--- config.mk ---
export PLATFORM = sky130hd
export DESIGN_NAME = rst_seq_ctrl
export DESIGN_NICKNAME = d
export VERILOG_FILES = /design/src/rtl/rst_seq_ctrl.sv
export SDC_FILE = /design/constraint.sdc
export NUM_CORES = 1
export LEC_CHECK = 0
export CORE_MARGIN = 2
export CORE_UTILIZATION = 58
export CTS_CLUSTER_SIZE = 24
export DETAILED_ROUTE_END_ITERATION = 12
export GPL_TIMING_DRIVEN = 0
export PLACE_DENSITY = 0.87
export SLEW_MARGIN = 20
export SYNTH_ARGS = -nofsm -noshare
export SYNTH_HDL_FRONTEND = slang
export SYNTH_SLANG_ARGS = --single-unit
--- constraint.sdc ---
create_clock -name hclk -period 4.2 [get_ports hclk]
set_input_delay 0.84 -clock hclk [delete_from_list [all_inputs] [get_ports hclk]]
set_output_delay 0.84 -clock hclk [all_outputs]
set_load 0.05 [all_outputs]
--- src/rtl/rst_seq_ctrl.sv ---
// Staged reset sequencer: merges board reset, clock-lock flags and a software
// request into N_OUT ordered, synchronously released active-low resets.
//
//   state      | meaning
//   -----------+----------------------------------------------------------
//   ASSERT     | all outputs low, enforcing the minimum reset pulse width
//   WAIT_LOCK  | outputs low, debouncing the synchronised AND of all locks
//   RELEASE    | releasing rst_n[0..N_OUT-1] one stage every STAGE_DELAY
//   RUN        | all outputs released, ready high
module rst_seq_ctrl #(
  parameter int N_LOCK          = 1,
  parameter int N_OUT           = 3,
  parameter int MIN_ASSERT      = 32,
  parameter int DEBOUNCE_CYCLES = 1024,
  parameter int STAGE_DELAY     = 16
) (
  input  logic              hclk,
  input  logic              ext_reset_n,
  input  logic [N_LOCK-1:0] locked,
  input  logic              sw_reset_req,
  output logic [N_OUT-1:0]  rst_n,
  output logic              ready,
  output logic [1:0]        reset_cause,
  output logic [7:0]        reset_count
);

  localparam int AS_W = $clog2(MIN_ASSERT + 1);
  localparam int DB_W = $clog2(DEBOUNCE_CYCLES + 1);
  localparam int SD_W = $clog2(STAGE_DELAY + 1);
  localparam int IX_W = (N_OUT > 1) ? $clog2(N_OUT) : 1;

  localparam logic [1:0] ST_ASSERT    = 2'd0;
  localparam logic [1:0] ST_WAIT_LOCK = 2'd1;
  localparam logic [1:0] ST_RELEASE   = 2'd2;
  localparam logic [1:0] ST_RUN       = 2'd3;

  localparam logic [1:0] CAUSE_EXT  = 2'b00;
  localparam logic [1:0] CAUSE_LOCK = 2'b01;
  localparam logic [1:0] CAUSE_SW   = 2'b10;

  logic [1:0]        rst_sync;
  logic              int_rst_n;
  logic [N_LOCK-1:0] lock_meta;
  logic [N_LOCK-1:0] lock_sync;
  logic              all_locked;
  logic [1:0]        state;
  logic [AS_W-1:0]   as_cnt;
  logic [DB_W-1:0]   db_cnt;
  logic [SD_W-1:0]   sd_cnt;
  logic [IX_W-1:0]   stage_idx;
  logic [N_OUT-1:0]  rst_q;
  logic              ready_q;
  logic [7:0]        count_inc;

  // Assertion is immediate, release is re-timed to hclk.
  always_ff @(posedge hclk or negedge ext_reset_n) begin
    if (!ext_reset_n) begin
      rst_sync <= 2'b00;
    end else begin
      rst_sync <= {rst_sync[0], 1'b1};
    end
  end

  assign int_rst_n = rst_sync[1];

  always_ff @(posedge hclk or negedge int_rst_n) begin
    if (!int_rst_n) begin
      lock_meta <= '0;
      lock_sync <= '0;
    end else begin
      lock_meta <= locked;
      lock_sync <= lock_meta;
    end
  end

  assign all_locked = &lock_sync;
  assign count_inc  = (reset_count == 8'hFF) ? reset_count : reset_count + 8'd1;

  always_ff @(posedge hclk or negedge int_rst_n) begin
    if (!int_rst_n) begin
      state       <= ST_ASSERT;
      as_cnt      <= '0;
      db_cnt      <= '0;
      sd_cnt      <= '0;
      stage_idx   <= '0;
      rst_q       <= '0;
      ready_q     <= 1'b0;
      reset_cause <= CAUSE_EXT;
      reset_count <= 8'd0;
    end else begin
      case (state)
        ST_ASSERT: begin
          db_cnt <= '0;
          if (sw_reset_req) begin
            as_cnt <= '0;
          end else if (as_cnt == AS_W'(MIN_ASSERT - 1)) begin
            as_cnt <= '0;
            state  <= ST_WAIT_LOCK;
          end else begin
            as_cnt <= as_cnt + AS_W'(1);
          end
        end
        ST_WAIT_LOCK: begin
          if (sw_reset_req) begin
            state       <= ST_ASSERT;
            db_cnt      <= '0;
            as_cnt      <= '0;
            reset_cause <= CAUSE_SW;
            reset_count <= count_inc;
          end else if (!all_locked) begin
            db_cnt <= '0;
          end else if (db_cnt == DB_W'(DEBOUNCE_CYCLES)) begin
            state     <= ST_RELEASE;
            db_cnt    <= '0;
            sd_cnt    <= '0;
            stage_idx <= '0;
            rst_q     <= N_OUT'(1);
          end else begin
            db_cnt <= db_cnt + DB_W'(1);
          end
        end
        ST_RELEASE, ST_RUN: begin
          if (!all_locked || sw_reset_req) begin
            // Lock loss takes priority when both arrive together.
            state       <= ST_ASSERT;
            as_cnt      <= '0;
            rst_q       <= '0;
            ready_q     <= 1'b0;
            reset_cause <= all_locked ? CAUSE_SW : CAUSE_LOCK;
            reset_count <= count_inc;
          end else if (state == ST_RELEASE) begin
            if (stage_idx == IX_W'(N_OUT - 1)) begin
              state   <= ST_RUN;
              ready_q <= 1'b1;
            end else if (sd_cnt == SD_W'(STAGE_DELAY - 1)) begin
              sd_cnt    <= '0;
              stage_idx <= stage_idx + IX_W'(1);
              rst_q     <= (rst_q << 1) | N_OUT'(1);
            end else begin
              sd_cnt <= sd_cnt + SD_W'(1);
            end
          end
        end
        default: state <= ST_ASSERT;
      endcase
    end
  end

  assign rst_n = rst_q;
  assign ready = ready_q;

endmodule
After elaboration in Yosys (flattened, before gate mapping)
Index checks and enable logic that the tools add are counted. W data, S select, Z words.

Multiplexer cells: 53. Equal/unequal tests: 25. Add/sub/neg operators: 5. Reduce and logical (&&, ||, !) cells: 15.

Operators with widths (count): $mux W2 (18); $mux W5 (7); $mux W11 (3); $mux W6 (4); $mux W8 (3); $ne A2 B2 Y1 const B (11); $pmux W11 S2 (1); $mux W3 (7); $ne A3 B3 Y1 const B (6); $pmux W6 S3 (1); $pmux W8 S2 (1); $reduce_and A7 Y1 (2); $add A11 B1 Y11 const B (1); $eq A11 B11 Y1 const B (1); $pmux W5 S2 (1); $add A8 B1 Y8 const B (1); $eq A8 B8 Y1 const B (1); $pmux W2 S2 (2); $reduce_and A8 Y1 (1); $reduce_bool A2 Y1 (4); $add A6 B1 Y6 const B (1); $eq A2 B2 Y1 const B (3); $eq A6 B5 Y1 const B (1); $pmux W2 S3 (1); other kinds (13) (16).

Register bits after elaboration: 44. Input port bits: 4. Output and inout port bits: 14.

Logic depth before layout (Yosys ltp)
Depth in word-level cells: 6. Depth in mapped cells: 6. Gate-level depth less buffers: 6.

Worst setup path after synthesis
Ideal clock, no wire load.

Path type: input -> register. Start: in sw_reset_req. End: reg db_cnt[9]. Data arrival time: 2080 ps. Required time: 4123 ps. Slack: 2043 ps. Cell stages on the path: 5. Library setup time: 77 ps. Cell sequence: clkbuf_1 > nand3b_1 > a31oi_1 > or4b_1 > o21ai_1.

Word-level cells in the longest chain between the ends: 2.

RTL lines: from (decl) (RTL line 20) `input logic sw_reset_req,`; $mux W11 (RTL line 104) `if (sw_reset_req) begin`; $pmux W11 S2 (RTL line 91) `case (state)`; to (signal assigned) (RTL line 119) `db_cnt <= db_cnt + DB_W'(1);`; to (decl) (RTL line 48) `logic [DB_W-1:0] db_cnt;`.

Every way passes these cells. A chain may end at the register's enable or synchronous reset.

Worst setup path after layout
Start: reg reset_count[3]. End: out reset_count[3].

RTL lines: from (decl) (RTL line 24) `output logic [7:0] reset_count`; from (signal assigned) (RTL line 109) `reset_count <= count_inc;`; from (signal assigned) (RTL line 130) `reset_count <= count_inc;`.

No word-level cell between the ends.

==> results.toml <==
[synth]
syn_inst = 217
synth_edf_count = 0
synthesis.area_sq_um = 2200
ys_warn_count = 0
synth_ff_type = "dfrtp_1"
synth_fp_nets = 227
synth_commonest_cells = "dfrtp_1, nand2_1, nor2_1"
syn_area_per_cell_sq_um = 10.1
ys_ff_latch = 44
yosysMostFrequentCell = "dfrtp_1"
synth_top_area_share_pct = 50.1
synth.distinct_cells = 47
synth_top_cells_by_area = "dfrtp_1, xnor2_1, nand2_1, ha_1, nor2_1"
yosysSeqAreaShare_pct = 50.1
synthArstFlopShare_pct = 100
yosysTopAreaCell = "dfrtp_1"

[detailed_routing]
initialDrtViolationCount = 139
route.detailed.drc = 0
firstDrtPassIters = 4
ant_nets = 0
vias = 1708
routed_wl_mm = 4.15
drt-wirelength-per-cell_microns = 14.3
avgViaCountPerCell = 5.89

[floorplanning]
die_y_microns = 65.5
rows = 22
die_x_microns = 65.5
start_util_pct = 60.0
coreArea_sq_um = 3660
die_area_sq_um = 4300
io_pins = 18

[final_layout]
nFillCells = 281
drive_above_1_share_pct = 7.44
num-nets-final = 251
area_growth_pct = 14.7
n_antenna_cell = 0

[global_route]
antenna_found_initial = 0
grt_overflow = 0
track_usage_pct = 21.9
grt_use_met2_pct = 37.4
grt_pass1_vias = 1637
use_met3_pct = 4.28
grt_start_max_net_pins = 30
grt_first_pass_wirelength_mm = 7.24
grtUsageMet1_pct = 28.0
busiest_layer = "met2"

[timing]
hold_viol = 0
slew_violations = 0
tightest_slew_ns = 0.682
tns_ns = 0
finalSetupViolCount = 0
rsz0062_at_grt = "no"
slew_headroom_pct = 53.9
timing.fmax_mhz = 413
post-route-period-util_pct = 57.6
finClkSkew_ns = 0.00667
whs_ns = 0.167
fin_crit_ns = 2.42

[clock_network]
cts_resized = 0
insertion_delay_ns = 0.29
cts_buffers = 5
cts_setup_buffers = 0
cts_tree = "yes"
cts_root_buf = "clkbuf_8"
cts_buffer_depth = 2
holdBufCountCts = 0
htreeDepth = 2
cts_sinks = 44
clkSlewWorstSetupHoldPaths_ns = 0.08

[critical_path]
max_stage_delay_ns = 0.84
regToRegEndpoint = "db_cnt[7]"
r2r_start = "db_cnt[0]"
crit_type = "reg2out"
cp_max_fo = 6
path_delay_family = "buffers and inverters"
rrSetupSlack_ns = 1.93
cp.required_ns = 3.36
crit_buf_inv = 1
start_kind = "register"
cp_slowest_cell = "clkdlybuf4s50_1"
critPathArrivalTime_ns = 1.58
rr_worst_depth = 6
critPathCaptureType = "output port"
crit_path_cell_trace = "clkdlybuf4s50_1"

[pwr]
power_density_nw_per_um2 = 312
peakVddDrop_uv = 241
power_leakage_nw = 1.03

[flow_run]
max_cap_viol_count = 0

[placement]
numPortBuffers = 16
gp_congestion = 0.838
place_hpwl_mm = 2.94

[outcome]
status = "finished clean"

[min_path]
min_path_type = "reg2async"
[through the flow]
| step | util, % | area (sq um) | power (mW) | setup slack, ns | std cells |
|---|---|---|---|---|---|
| floorplan | - | 2200 | 0.511 | 2.04 | 217 |
| global placement | 66.0 | 2420 | 0.537 | 1.86 | 281 |
| detailed placement | 66.6 | 2440 | 0.542 | 1.85 | 282 |
| CTS | 68.8 | 2520 | 0.792 | 1.77 | 290 |
| global route | 68.8 | 2520 | 0.817 | 1.73 | 290 |
| finish | 68.8 | 2520 | 0.786 | 1.78 | 290 |
[final cells by class]
cell class | instances | area (sq um) | share of cell area, %
well taps | 48 | 60.1 | 2.38
clock buffers | 7 | 76.3 | 3.03
clock inverters | 1 | 5.00 | 0.199
inverters | 13 | 48.8 | 1.94
flip-flops and latches | 44 | 1100 | 43.7
plain buffers | 6 | 48.8 | 1.94
repair buffers | 17 | 180 | 7.15
multi-input cells | 154 | 998 | 39.6
[how the worst max path moves through the flow]
stage | startpoint | to | cells past startpoint
global route | reset_count[3] | reset_count[3] | 1
floorplan | sw_reset_req | db_cnt[9] | 5
CTS | reset_count[2] | reset_count[2] | 1
global placement | sw_reset_req | db_cnt[9] | 5
detailed placement | sw_reset_req | db_cnt[9] | 5
finish | reset_count[3] | reset_count[3] | 1
[state kept, by name (all words and copies together) (netlist names)]
name / count
db_cnt: 11
reset_count: 8
as_cnt: 6
sd_cnt: 5
rst_n: 3
reset_cause: 2
rst_sync: 2
stage_idx: 2
state: 2
all_locked: 1
lock_meta: 1
ready: 1
[cell families after synthesis]
kind of cell             synth area share (%)
XOR/XNOR                                 5.98
other                                   0.171
adder cells (fa/ha/maj)                  3.42
AND/OR/NAND/NOR                          20.7
AO/OA/AOI/OAI                            13.7
buffers and inverters                    4.44
multiplexers                             1.48
flip-flops                               50.1
[layer usage]
metal / wire [microns] / part of all wire [%]
met5: 0 / 0
met3: 162 / 3.9
met2: 1990 / 48
met4: 55 / 1.3
met1: 1950 / 47
[cells in the final DEF, fill, tap and decap left out, types with 3 or more instances in the layout]
cell / n
ha_1: 6
nand3_1: 9
or3_1: 3
o21ai_0: 9
nor3_1: 3
nor2b_1: 4
and3_1: 5
clkbuf_8: 6
o31ai_1: 4
clkdlybuf4s50_1: 16
inv_1: 13
dfrtp_1: 43
nor2_1: 15
xor2_1: 3
xnor2_1: 12
nand4_1: 4
nand2_1: 22
clkbuf_1: 4
nand2b_1: 3
nor4_1: 5
a31oi_1: 4
a22o_1: 3
o211ai_1: 3
a21oi_1: 8
[where the power goes]
| group | internal [mW] | switching [mW] | total (mW) | leakage [nW] |
|---|---|---|---|---|
| Sequential | 0.438 | 0.0151 | 0.453 | 0.575 |
| Clock | 0.117 | 0.136 | 0.253 | 0.0422 |
| Combinational | 0.0284 | 0.0521 | 0.0805 | 0.410 |
(Power assumes the default switching activity.)
